`config.mk`:
```
export PLATFORM = sky130hd
export DESIGN_NAME = piso_stream
export DESIGN_NICKNAME = d
export VERILOG_FILES = /design/src/rtl/piso_pkg.sv /design/src/rtl/piso_hold_buf.sv /design/src/rtl/piso_stream.sv
export SDC_FILE = /design/constraint.sdc
export NUM_CORES = 1
export LEC_CHECK = 0
export BUFFER_PORTS_ARGS = -buffer_cell sky130_fd_sc_hd__clkbuf_2
export CORE_MARGIN = 2
export CORE_UTILIZATION = 50
export DETAILED_ROUTE_END_ITERATION = 8
export GPL_TIMING_DRIVEN = 0
export PLACE_DENSITY_LB_ADDON = 0.2
export SLEW_MARGIN = 0
export SYNTH_ARGS = -nofsm -noshare
export SYNTH_HDL_FRONTEND = slang
export SYNTH_SLANG_ARGS = --single-unit
```
`constraint.sdc`:
```
create_clock -name clk -period 4.5 [get_ports clk]
set_clock_uncertainty 0.1 [all_clocks]
set_input_delay 0.225 -clock clk [delete_from_list [all_inputs] [get_ports clk]]
set_output_delay 0.225 -clock clk [all_outputs]
set_load 0.1 [all_outputs]
```
`src/rtl/piso_pkg.sv`:
```
// Shared types and helpers for the piso_stream serializer.
// Holds the FSM state encoding and the bit-counter width helper.
package piso_pkg;

    typedef enum logic [0:0] {
        IDLE  = 1'b0,
        SHIFT = 1'b1
    } piso_state_e;

    function automatic int unsigned piso_idx_w(input int unsigned width);
        return $clog2(width);
    endfunction

endpackage

```
`src/rtl/piso_hold_buf.sv`:
```
// One-entry holding register that parks the next word while the shifter is busy.
// A write wins over a read in the same cycle, so the entry stays full with the new word.
module piso_hold_buf #(
    parameter int unsigned WIDTH = 8
) (
    input  logic             clk,
    input  logic             rst_n,
    input  logic             wr,
    input  logic             rd,
    input  logic [WIDTH-1:0] din,
    output logic [WIDTH-1:0] dout,
    output logic             full
);

    logic [WIDTH-1:0] data_q;
    logic             full_q;
    logic             full_d;

    always_comb begin
        full_d = full_q;
        if (wr) begin
            full_d = 1'b1;
        end else if (rd) begin
            full_d = 1'b0;
        end
    end

    always_ff @(posedge clk or negedge rst_n) begin
        if (!rst_n) begin
            data_q <= '0;
            full_q <= 1'b0;
        end else begin
            full_q <= full_d;
            if (wr) begin
                data_q <= din;
            end
        end
    end

    assign dout = data_q;
    assign full = full_q;

endmodule

```
`src/rtl/piso_stream.sv`:
```
// Parallel-in/serial-out serializer with a valid/ready word input, one-word holding
// buffer and bit-rate enable; consecutive words leave back-to-back with no idle bit.
module piso_stream
    import piso_pkg::*;
#(
    parameter int unsigned WIDTH      = 8,
    parameter bit          MSB_FIRST  = 1'b1,
    parameter bit          IDLE_LEVEL = 1'b0
) (
    input  logic             clk,
    input  logic             rst_n,
    input  logic [WIDTH-1:0] in_data,
    input  logic             in_valid,
    output logic             in_ready,
    input  logic             ser_en,
    output logic             sout,
    output logic             sout_valid,
    output logic             sout_first,
    output logic             sout_last,
    output logic             busy
);

    localparam int unsigned     IdxW    = piso_idx_w(WIDTH);
    localparam logic [IdxW-1:0] IdxLast = IdxW'(WIDTH - 1);

    piso_state_e      state_q, state_d;
    logic [WIDTH-1:0] sh_q, sh_d;
    logic [IdxW-1:0]  idx_q, idx_d;
    logic             sout_q, sout_d;

    logic             acc;
    logic             at_last;
    logic             load_evt;
    logic             load_hold;
    logic             load_direct;
    logic             hold_wr;
    logic             hold_full;
    logic [WIDTH-1:0] hold_dout;

    // Bit presented on the line for a given shifter image.
    function automatic logic out_bit(input logic [WIDTH-1:0] w);
        if (MSB_FIRST) begin
            return w[WIDTH-1];
        end
        return w[0];
    endfunction

    assign in_ready    = !hold_full;
    assign acc         = in_valid && in_ready;
    assign at_last     = (idx_q == IdxLast);
    assign load_evt    = (state_q == IDLE) || ((state_q == SHIFT) && ser_en && at_last);
    assign load_hold   = load_evt && hold_full;
    assign load_direct = load_evt && !hold_full && acc;
    // A word that goes straight into the shifter must not also be parked.
    assign hold_wr     = acc && !load_direct;

    piso_hold_buf #(
        .WIDTH (WIDTH)
    ) u_hold_buf (
        .clk   (clk),
        .rst_n (rst_n),
        .wr    (hold_wr),
        .rd    (load_hold),
        .din   (in_data),
        .dout  (hold_dout),
        .full  (hold_full)
    );

    always_comb begin
        state_d = state_q;
        sh_d    = sh_q;
        idx_d   = idx_q;
        if (load_hold || load_direct) begin
            sh_d    = load_hold ? hold_dout : in_data;
            idx_d   = '0;
            state_d = SHIFT;
        end else if (load_evt) begin
            // Either idle with nothing offered, or the last bit left with no follow-up word.
            state_d = IDLE;
        end else if ((state_q == SHIFT) && ser_en) begin
            if (MSB_FIRST) begin
                sh_d = {sh_q[WIDTH-2:0], 1'b0};
            end else begin
                sh_d = {1'b0, sh_q[WIDTH-1:1]};
            end
            idx_d = idx_q + 1'b1;
        end
        sout_d = (state_d == SHIFT) ? out_bit(sh_d) : IDLE_LEVEL;
    end

    always_ff @(posedge clk or negedge rst_n) begin
        if (!rst_n) begin
            state_q <= IDLE;
            sh_q    <= '0;
            idx_q   <= '0;
            sout_q  <= IDLE_LEVEL;
        end else begin
            state_q <= state_d;
            sh_q    <= sh_d;
            idx_q   <= idx_d;
            sout_q  <= sout_d;
        end
    end

    assign sout       = sout_q;
    assign sout_valid = (state_q == SHIFT);
    assign sout_first = sout_valid && (idx_q == '0);
    assign sout_last  = sout_valid && at_last;
    assign busy       = (state_q == SHIFT) || hold_full;

endmodule

```
-- Yosys cells after proc, flatten, opt, wreduce, memory -nomap -nowiden
Cells that the tools add are included.
- $add $sub $neg: 1
- multipliers: 0
- divide/modulo/power cells: 0
- order comparisons: 0
- eq/ne operators: 2
- shift-type cells: 0
- multiplexer cells: 12
- bitwise logic cells: 1
- reductions and logical operators: 18
- operators with widths (operator ; count):
    $mux 8 ; 4
    $logic_and 1x1->1 ; 9
    $mux 3 ; 3
    $mux 1 ; 5
    $reduce_bool 2->1 ; 2
    $add 3x1->3 const B ; 1
    $eq 3x3->1 const B ; 1
    $logic_not 3->1 ; 1
    $logic_or 1x1->1 ; 3
    $logic_not 1->1 ; 2
    $ne 2x1->1 const B ; 1
    $reduce_and 2->1 ; 1
    $not 1->1 ; 1
- flip-flop bits (word level): 22
- latch bits: 0
- bits in writable memories: 0
- bits in read-only memories: 0
- input bits: 12
- memories kept: 0

-- Longest topological paths before layout
Gate-level depths: netlist of run 1.
- word-level depth: 8
- mapped depth: 7
- gate-level depth less buffers: 5

-- By module
A second synthesis of run 1 with hierarchy kept.
- cells, all modules: 106
- area, all modules: 1192.4 um2
- by module, submodules not included (module ; instances ; cells each ; area an instance (um2) ; sequential area each (um2)):
    piso_stream ; 1 ; 86 ; 823.3 ; 325.3
    piso_hold_buf ; 1 ; 20 ; 369.1 ; 225.2

-- Worst setup path after synthesis of run 1
Ideal clock, no wire load.
- path kind: register to output
- start: register state_q, in the netlist sout_valid
- end: output port sout_first
- arrival: 1.923 ns
- required time: 4.175 ns
- slack: 2.252 ns
- cell stages (with the launch flop): 2
- buffers on the path: 0
- path through: dfrtp_1 and3_1
- cells in the longest elaborated chain, start to end: 1
- ends and longest elaborated chain (what ; RTL line ; text):
    start: declaration ; piso_stream.sv:26 ; piso_state_e state_q, state_d;
    start signal: assignment ; piso_stream.sv:98 ; state_q <= state_d;
    $logic_and 1x1->1 ; piso_stream.sv:107 ; assign sout_first = sout_valid && (idx_q == '0);
    end: declaration ; piso_stream.sv:18 ; output logic sout_first,
Every way passes these cells.

-- Final worst setup path of run 1
- start: register u_hold_buf.full_q, in the netlist u_hold_buf.full
- end: output port busy
- cells in the longest elaborated chain, start to end: 1
- ends and longest elaborated chain (what ; RTL line ; text):
    start: declaration ; piso_hold_buf.sv:16 ; logic full_q;
    start signal: assignment ; piso_hold_buf.sv:33 ; full_q <= full_d;
    $logic_or 1x1->1 ; piso_stream.sv:109 ; assign busy = (state_q == SHIFT) || hold_full;
    end: declaration ; piso_stream.sv:20 ; output logic busy
Every way passes these cells.

==> results of run 1 <==
final cells by class:
type | count | area (um^2) | share of cell area
clock buffer | 3 | 22.52 | 0.01682
tap | 28 | 35.03 | 0.02617
inverter | 10 | 37.54 | 0.02804
multi-input combinational | 66 | 525.5 | 0.3925
clock inverter | 1 | 30.03 | 0.02243
buffer | 7 | 42.54 | 0.03178
timing repair buffer | 18 | 95.09 | 0.07103
sequential | 22 | 550.5 | 0.4112
worst max-delay path, stage by stage, from the launching register on:
cell and delay, ns:
dfrtp_1 0.35, clkbuf_1 0.26, clkbuf_1 0.41, or2_2 0.20, clkbuf_2 0.44
registers in the layout (all words and copies together) (netlist names):
signal           flops
sh_q                 8
sout                 1
sout_valid           1
idx_q                3
u_hold_buf.dout      8
u_hold_buf.full      1
layout by cell type, fill, tap and decap left out, drive strengths merged, types with 3 or more instances in the layout:
master	netlist	layout
buf	3	3
dfrtp	22	22
nor2	4	4
nand3	6	6
clkbuf	4	24
nand2	4	4
a32oi	6	6
ha	3	3
o211ai	6	6
o21ai	3	3
mux2	8	8
inv	10	10
nor2b	4	4
nor3	4	4
where the power goes:
group | switching (W) | total (W) | internal (W)
combinational | 0.000170 | 0.000290 | 0.000120
clock | 0.0000615 | 0.000151 | 0.0000899
sequential | 0.0000471 | 0.000322 | 0.000275
total | 0.000279 | 0.000763 | 0.000485
logic make-up after synthesis:
kind of cell / count (synthesis) / synth area share
adder cells (fa/ha/maj): 3 / 0.03247
AND/OR/NAND/NOR: 30 / 0.1461
buffers and inverters: 17 / 0.06926
multiplexers: 9 / 0.1126
AO/OA/AOI/OAI: 24 / 0.1634
flip-flops: 22 / 0.4762
layer usage:
metal | GRT usage | share of wire | vias to the layer above
met5 | 0 | 0 | -
met4 | 0.07895 | 0.0051 | 0
met3 | 0.03448 | 0.033 | 2
met2 | 0.3418 | 0.50 | 18
met1 | 0.2627 | 0.47 | 426
li1 | - | - | 425
through the flow:
step	setup WS, ns	utilization
6_report	2.216	0.6111
5_1_grt	2.079	0.6111
4_1_cts	2.208	0.6111
3_5_place_dp	2.390	0.5825
3_3_place_gp	2.423	0.5825
2_1_floorplan	2.252	-
worst max-delay path by stage:
stage | startpoint | endpoint | slack, ns | depth (start not counted)
after floorplan | sout_valid$_DFF_PN0_ | sout_first | 2.25 | 1
after global placement | idx_q[1]$_DFFE_PN0P_ | sh_q[3]$_DFFE_PN0P_ | 2.42 | 5
after detailed placement | idx_q[1]$_DFFE_PN0P_ | idx_q[2]$_DFFE_PN0P_ | 2.39 | 5
after CTS | u_hold_buf.full$_DFFE_PN0P_ | busy | 2.21 | 4
after global routing | u_hold_buf.full$_DFFE_PN0P_ | busy | 2.08 | 4
final | u_hold_buf.full$_DFFE_PN0P_ | busy | 2.22 | 4
what timing repair did:
action                                 in CTS  in global routing
endpoints found under the hold margin      22                  0
hold buffers                                1                  0
setup endpoints to repair                   0                  0
==> impl_metrics.env, run 1 <==
export IMPL_fillers=202
export IMPL_via_count=871
export IMPL_grt_usage=0.2043
export IMPL_status="completed"
export IMPL_core_rowCount=17
export IMPL_antenna_cells=0
export IMPL_slew_headroom=0.5414
export IMPL_final_area_um2=1339
export IMPL_ys_seq_area_frac=0.4762
export IMPL_clock_latency_ns=0.30
export IMPL_synth_edff_count=0
export IMPL_fin_crit_sh=0.5076
export IMPL_dr_first_iter_drc_count=18
export IMPL_hold_depth=2
export IMPL_drt_wl_total_mm=2.355
export IMPL_synth_area_um2=1156
export IMPL_die_area_um2=2713
export IMPL_worstHoldPathType="in -> reg"
export IMPL_gp_congestion=0.7458
export IMPL_max_freq_mhz=437.8
export IMPL_synth_main_ff_cell="dfrtp_1"
export IMPL_drive_gt1_frac=0.2677
export IMPL_drt_pass1_iterations=4
export IMPL_reg2reg_slack_ns=2.38
export IMPL_htree_levels=1
export IMPL_synth_async_reset_ratio=1.000
export IMPL_drv_cap=0
export IMPL_route_antenna_remaining_nets=0
export IMPL_postPlaceCellArea_um2=1276
export IMPL_post_cts_buffers=0
export IMPL_dp_cells=150
export IMPL_coreArea_um2=2191
export IMPL_cts_sinks=22
export IMPL_yosysMostFrequentCell="dfrtp_1"
export IMPL_grt_overflow_total=0
export IMPL_ios=18
export IMPL_antenna_found_initial=0
export IMPL_synth_top_cell_area_share=0.4762
export IMPL_grt_pass1_vias=879
export IMPL_worstRegToRegCells=5
export IMPL_synth_cell_types=33
export IMPL_vdd_drop_max_mv=0.2879
export IMPL_slew_viol_final=0
export IMPL_hold_end="u_hold_buf.dout[5]$_DFFE_PN0P_"
export IMPL_min_period_ns=2.284
export IMPL_stdcell_count=155
export IMPL_cts_inserted_buffers=3
export IMPL_whs_ns=0.05983
export IMPL_root_buffer="clkbuf_4"
export IMPL_die_w_um=52.09
export IMPL_ys_seq_elements=22
export IMPL_r2r_end="idx_q[2]$_DFFE_PN0P_"
export IMPL_grt_setup_unrepaired="no"
export IMPL_total_power_w=0.0007633
export IMPL_drc=0
export IMPL_io_buffers=17
export IMPL_setup_viol=0
export IMPL_yosys_area_top_type="dfrtp_1"
export IMPL_cellPowerDensity_nw_per_um2=570.1
export IMPL_post_cts_resized=0
export IMPL_crit_arrival_ns=1.96
export IMPL_cts_buffer_depth=2
export IMPL_start_util=0.5277
export IMPL_min_delay_start="in_data[5]"
export IMPL_required_ns=4.18
export IMPL_synthTopCellsByArea="dfrtp_1 (48%), mux2_4 (10%), a32oi_1 (4.5%)"
export IMPL_path_clk_slew_ns=0.13
export IMPL_final_hold_violation_count=0
export IMPL_crit_path_end_kind="output pin"
export IMPL_path_max_fanout=10
export IMPL_fin_tns_setup_ns=0
export IMPL_grt_pass1_wl_mm=3.953
export IMPL_wire_per_inst_um=15.19
export IMPL_dieHeight_um=52.09
export IMPL_worst_pin_slew_ns=0.6878
export IMPL_cp_start_kind="flop"
export IMPL_area_growth_pct=15.80
export IMPL_cts_tree="done"
export IMPL_worstReg2RegStart="idx_q[1]$_DFFE_PN0P_"
export IMPL_synth_common_cells="dfrtp_1 (22), inv_1 (10), mux2_4 (8)"
export IMPL_worstSetupPathType="reg -> out"
export IMPL_viasPerCell=5.619
export IMPL_yosysWarnings=0
export IMPL_synth_cells=105
export IMPL_place_hpwl_mm=1.647
export IMPL_nNetsFinal=143
export IMPL_syn_num_nets=120
export IMPL_grt_max_degree=23
export IMPL_leakage_nw=0.6359
export IMPL_avgSynthCellArea_um2=11.01
No activity file was read; power rests on OpenSTA's default activity.
==> run 2: changes to the inputs <==
Clock period 4.5 ns to 2.3 ns, I/O delays scaled along.
==> impl_metrics.env, run 2 (same netlist as run 1, synthesis figures left out) <==
export IMPL_setup_viol=0
export IMPL_nNetsFinal=151
export IMPL_fin_tns_setup_ns=0
export IMPL_wire_per_inst_um=14.93
export IMPL_total_power_w=0.001505
export IMPL_fin_crit_sh=0.9213
export IMPL_via_count=884
export IMPL_area_growth_pct=22.84
export IMPL_min_period_ns=2.119
export IMPL_antenna_found_initial=0
export IMPL_max_freq_mhz=471.9
export IMPL_worstHoldPathType="in -> reg"
export IMPL_cp_slowest_cell="a21oi_1"
export IMPL_status="completed"
export IMPL_path_common_cell="ha_1"
export IMPL_final_area_um2=1420
export IMPL_grt_usage=0.2154
export IMPL_die_w_um=52.09
export IMPL_final_hold_violation_count=0
export IMPL_dieHeight_um=52.09
export IMPL_root_buffer="clkbuf_4"
export IMPL_cp_start_kind="flop"
export IMPL_route_antenna_remaining_nets=0
export IMPL_whs_ns=0.04687
export IMPL_fillers=195
export IMPL_cellPowerDensity_nw_per_um2=1060
export IMPL_grt_pass1_wl_mm=4.153
export IMPL_cts_buffer_depth=2
export IMPL_drive_gt1_frac=0.2593
export IMPL_min_delay_start="in_valid"
export IMPL_postPlaceCellArea_um2=1276
export IMPL_clock_latency_ns=0.30
export IMPL_required_ns=2.37
export IMPL_path_max_fanout=8
export IMPL_crit_path_end_kind="flop"
export IMPL_worstRegToRegCells=5
export IMPL_dr_first_iter_drc_count=13
export IMPL_crit_chain="ha_1, ha_1, or2b_1, a21oi_1, o21ai_0"
export IMPL_r2r_end="idx_q[2]$_DFFE_PN0P_"
export IMPL_slew_viol_final=0
export IMPL_grt_overflow_total=0
export IMPL_drc=0
export IMPL_worstReg2RegStart="idx_q[1]$_DFFE_PN0P_"
export IMPL_place_hpwl_mm=1.647
export IMPL_start_util=0.5277
export IMPL_htree_levels=1
export IMPL_grt_pass1_vias=920
export IMPL_slew_headroom=0.5431
export IMPL_vdd_drop_max_mv=0.5826
export IMPL_cts_tree="done"
export IMPL_drt_pass1_iterations=4
export IMPL_ios=18
export IMPL_mostFrequentLayoutCell="dfrtp_1"
export IMPL_cts_sinks=22
export IMPL_grt_max_degree=23
export IMPL_cp_startpoint="idx_q[1]$_DFFE_PN0P_"
export IMPL_drt_wl_total_mm=2.434
export IMPL_grt_setup_unrepaired="no"
export IMPL_leakage_nw=0.6718
export IMPL_cts_inserted_buffers=3
export IMPL_worst_pin_slew_ns=0.6854
export IMPL_core_rowCount=17
export IMPL_coreArea_um2=2191
export IMPL_hold_end="sout_valid$_DFF_PN0_"
export IMPL_viasPerCell=5.423
export IMPL_reg2reg_slack_ns=0.18
export IMPL_drv_cap=0
export IMPL_crit_arrival_ns=2.18
export IMPL_antenna_cells=0
export IMPL_die_area_um2=2713
export IMPL_hold_depth=3
export IMPL_gp_congestion=0.7458
export IMPL_cpPeakStageDelay_ns=0.57
export IMPL_io_buffers=17
export IMPL_final_cell_mix="dfrtp_1 (22), clkbuf_2 (18), inv_1 (10)"
export IMPL_worstSetupPathType="reg -> reg"
export IMPL_path_clk_slew_ns=0.13
## run 2: cell count changes in the layout (fill, tap and decap cells not counted)
cell,change
dlygate4sd3_1,+8
clkbuf_1,-1
clkbuf_2,+1
## run 2: final cells by class
cell class,count,area (um^2),share of cell area
Sequential cell,22,550.5,0.3877
Multi-Input combinational cell,66,525.5,0.3700
Timing Repair Buffer,26,175.2,0.1233
Buffer,7,43.79,0.03084
Inverter,10,37.54,0.02643
Tap cell,28,35.03,0.02467
Clock inverter,1,30.03,0.02115
Clock buffer,3,22.52,0.01586
## run 2: report_power, final
| part | switching (W) | internal (W) | leakage, nW |
|---|---|---|---|
| Clock | 0.000121 | 0.000176 | 0.0279 |
| Combinational | 0.000335 | 0.000244 | 0.375 |
| Sequential | 0.0000919 | 0.000538 | 0.269 |
## run 2: worst max-delay path by stage
stage | cells after the start | slack [ns] | endpoint
after floorplan | 5 | 0.11 | u_hold_buf.dout[0]$_DFFE_PN0P_
after global placement | 5 | 0.22 | sh_q[3]$_DFFE_PN0P_
after detailed placement | 5 | 0.19 | idx_q[2]$_DFFE_PN0P_
after CTS | 4 | 0.12 | busy
after global routing | 5 | 0.02 | idx_q[2]$_DFFE_PN0P_
final | 5 | 0.18 | idx_q[2]$_DFFE_PN0P_
## run 2: worst max-delay path, delay by kind of cell (launching register included)
family | cells | cell delay [ns]
AOI/OAI and AO/OA | 2 | 0.75
adders and majority gates | 2 | 0.44
DFF | 1 | 0.43
and+or+nand+nor | 1 | 0.26
## run 2: layer usage
| layer | global-route usage | wire length [um] | vias up |
|---|---|---|---|
| met5 | 0 | 0 | - |
| met1 | 0.2720 | 1123 | 425 |
| met2 | 0.3692 | 1222 | 17 |
| met4 | 0.07895 | 12 | 0 |
| li1 | - | - | 440 |
| met3 | 0.03448 | 76 | 2 |
## run 2: per-stage QoR
| step | util | instances | setup WS (ns) |
|---|---|---|---|
| 6_report | 0.6482 | 163 | 0.1810 |
| 2_1_floorplan | - | 105 | 0.1105 |
| 4_1_cts | 0.6476 | 163 | 0.1180 |
| 5_1_grt | 0.6482 | 163 | 0.02496 |
| 3_5_place_dp | 0.5825 | 150 | 0.1896 |
| 3_3_place_gp | 0.5825 | 150 | 0.2225 |
## run 2: timing repair
action,4_1_cts,5_1_grt
setup buffers,0,0
endpoints found under the hold margin,35,0
endpoints found under the setup margin,0,1
hold buffers,9,0
gates resized for setup,0,2
==> run 3: changes to the inputs <==
Settings changed: PLACE_DENSITY set to 0.72, PLACE_DENSITY_LB_ADDON 0.2 to not set.
==> impl_metrics.env, run 3 (same netlist as run 1, synthesis figures left out) <==
export IMPL_path_common_cell="clkbuf_1"
export IMPL_crit_arrival_ns=1.96
export IMPL_leakage_nw=0.6609
export IMPL_grt_setup_unrepaired="no"
export IMPL_fin_tns_setup_ns=0
export IMPL_cts_tree="done"
export IMPL_fillers=185
export IMPL_worstHoldPathType="in -> reg"
export IMPL_cp_start_kind="flop"
export IMPL_gp_congestion=0.7499
export IMPL_required_ns=2.09
export IMPL_grt_pass1_vias=916
export IMPL_worst_pin_slew_ns=0.6550
export IMPL_worstSetupPathType="reg -> out"
export IMPL_die_w_um=52.09
export IMPL_crit_path_end_kind="output pin"
export IMPL_crit_chain="clkbuf_1, clkbuf_1, or2_2, buf_2"
export IMPL_htree_levels=1
export IMPL_drc=0
export IMPL_cts_inserted_buffers=3
export IMPL_drive_gt1_frac=0.2519
export IMPL_die_area_um2=2713
export IMPL_route_antenna_remaining_nets=0
export IMPL_root_buffer="clkbuf_4"
export IMPL_final_cell_mix="dfrtp_1 (22), clkbuf_2 (16), inv_1 (10)"
export IMPL_ios=18
export IMPL_dieHeight_um=52.09
export IMPL_grt_pass1_wl_mm=4.174
export IMPL_setup_viol=0
export IMPL_vdd_drop_max_mv=0.6407
export IMPL_area_growth_pct=21.32
export IMPL_drt_pass1_iterations=4
export IMPL_cts_buffer_depth=2
export IMPL_io_buffers=17
export IMPL_grt_max_degree=23
export IMPL_via_count=910
export IMPL_coreArea_um2=2191
export IMPL_dr_first_iter_drc_count=15
export IMPL_slew_viol_final=0
export IMPL_antenna_found_initial=0
export IMPL_clock_latency_ns=0.32
export IMPL_final_hold_violation_count=0
export IMPL_slew_headroom=0.5633
export IMPL_cellPowerDensity_nw_per_um2=1019
export IMPL_cp_slowest_cell="clkbuf_1"
export IMPL_wire_per_inst_um=14.93
export IMPL_mostFrequentLayoutCell="dfrtp_1"
export IMPL_fin_crit_sh=0.9464
export IMPL_viasPerCell=5.583
export IMPL_max_freq_mhz=459.4
export IMPL_path_max_fanout=10
export IMPL_grt_usage=0.2131
export IMPL_min_period_ns=2.177
export IMPL_stdcell_count=163
export IMPL_antenna_cells=0
export IMPL_status="completed"
export IMPL_dp_cells=150
export IMPL_path_clk_slew_ns=0.13
export IMPL_cpPeakStageDelay_ns=0.42
export IMPL_start_util=0.5277
export IMPL_cts_sinks=22
export IMPL_drt_wl_total_mm=2.433
export IMPL_grt_overflow_total=0
export IMPL_core_rowCount=17
export IMPL_place_hpwl_mm=1.567
export IMPL_nNetsFinal=151
export IMPL_drv_cap=0
==> run 3: changes by cell type in the layout (fill, tap and decap cells not counted) <==
cell       before  now
clkbuf_2       18   16
clkbuf_1        3    4
bufinv_16       1    0
clkbuf_8        0    1
buf_2           1    2
==> run 3: path summary, 6_finish.rpt <==
| check | start | end | slack, ns | cells past startpoint |
|---|---|---|---|---|
| worst max-delay path | u_hold_buf.full$_DFFE_PN0P_ | busy | 0.12 | 4 |
| worst min-delay path | in_valid | sout_valid$_DFF_PN0_ | 0.005 | 3 |
| worst max register to register | idx_q[1]$_DFFE_PN0P_ | sh_q[7]$_DFF_PN0_ | 0.22 | 6 |
| worst min register to register | sh_q[5]$_DFFE_PN0P_ | sh_q[6]$_DFFE_PN0P_ | 0.43 | 2 |
| max in group asynchronous | rst_n | u_hold_buf.dout[1]$_DFFE_PN0P_ | 1.54 | 2 |
| min in group asynchronous | rst_n | sh_q[6]$_DFFE_PN0P_ | 0.19 | 2 |
==> run 3: per-layer routing <==
layer / GRT usage / wire length, um / vias up
met1: 0.2743 / 1099 / 447
met5: 0 / 0 / -
met2: 0.3523 / 1230 / 20
li1: - / - / 439
met3: 0.03448 / 73 / 4
met4: 0.09211 / 30 / 0
==> run 3: layout make-up <==
| type | instances | area (um^2) | area share |
|---|---|---|---|
| Clock buffer | 4 | 36.28 | 0.02587 |
| Inverter | 10 | 37.54 | 0.02676 |
| Sequential cell | 22 | 550.5 | 0.3925 |
| Buffer | 7 | 42.54 | 0.03033 |
| Timing Repair Buffer | 26 | 175.2 | 0.1249 |
| Multi-Input combinational cell | 66 | 525.5 | 0.3747 |
| Tap cell | 28 | 35.03 | 0.02498 |
==> run 3: worst max-delay path: cells and delay by family (launching register included) <==
kind	cells	cell delay, ns
buf+inv	3	1.09
simple gates	1	0.21
flops	1	0.34
==> run 3: what timing repair did <==
item                                   in CTS  in global routing
hold buffers                                9                  0
endpoints found under the hold margin      35                  0
gates resized for setup                     0                  1
setup endpoints to repair                   0                  1
buffers inserted                            0                  0
==> run 3: metrics by stage <==
step	utilization	hold WS [ns]	setup slack, ns	power (W)	cell area [um^2]
2_1_floorplan	-	-0.2806	0.1105	0.001080	1156
3_3_place_gp	0.5825	0.02995	0.2293	0.001178	1276
3_5_place_dp	0.5825	0.02495	0.2306	0.001198	1276
4_1_cts	0.6402	0.007530	0.1184	0.001427	1403
5_1_grt	0.6402	0.02037	0.002428	0.001517	1403
6_report	0.6402	0.005085	0.1232	0.001430	1403
==> run 3: where the power goes <==
part	switching [W]	internal [W]	total (W)
clock	0.000125	0.0000969	0.000222
combinational	0.000333	0.000244	0.000576
sequential	0.0000934	0.000538	0.000632
total	0.000551	0.000879	0.00143
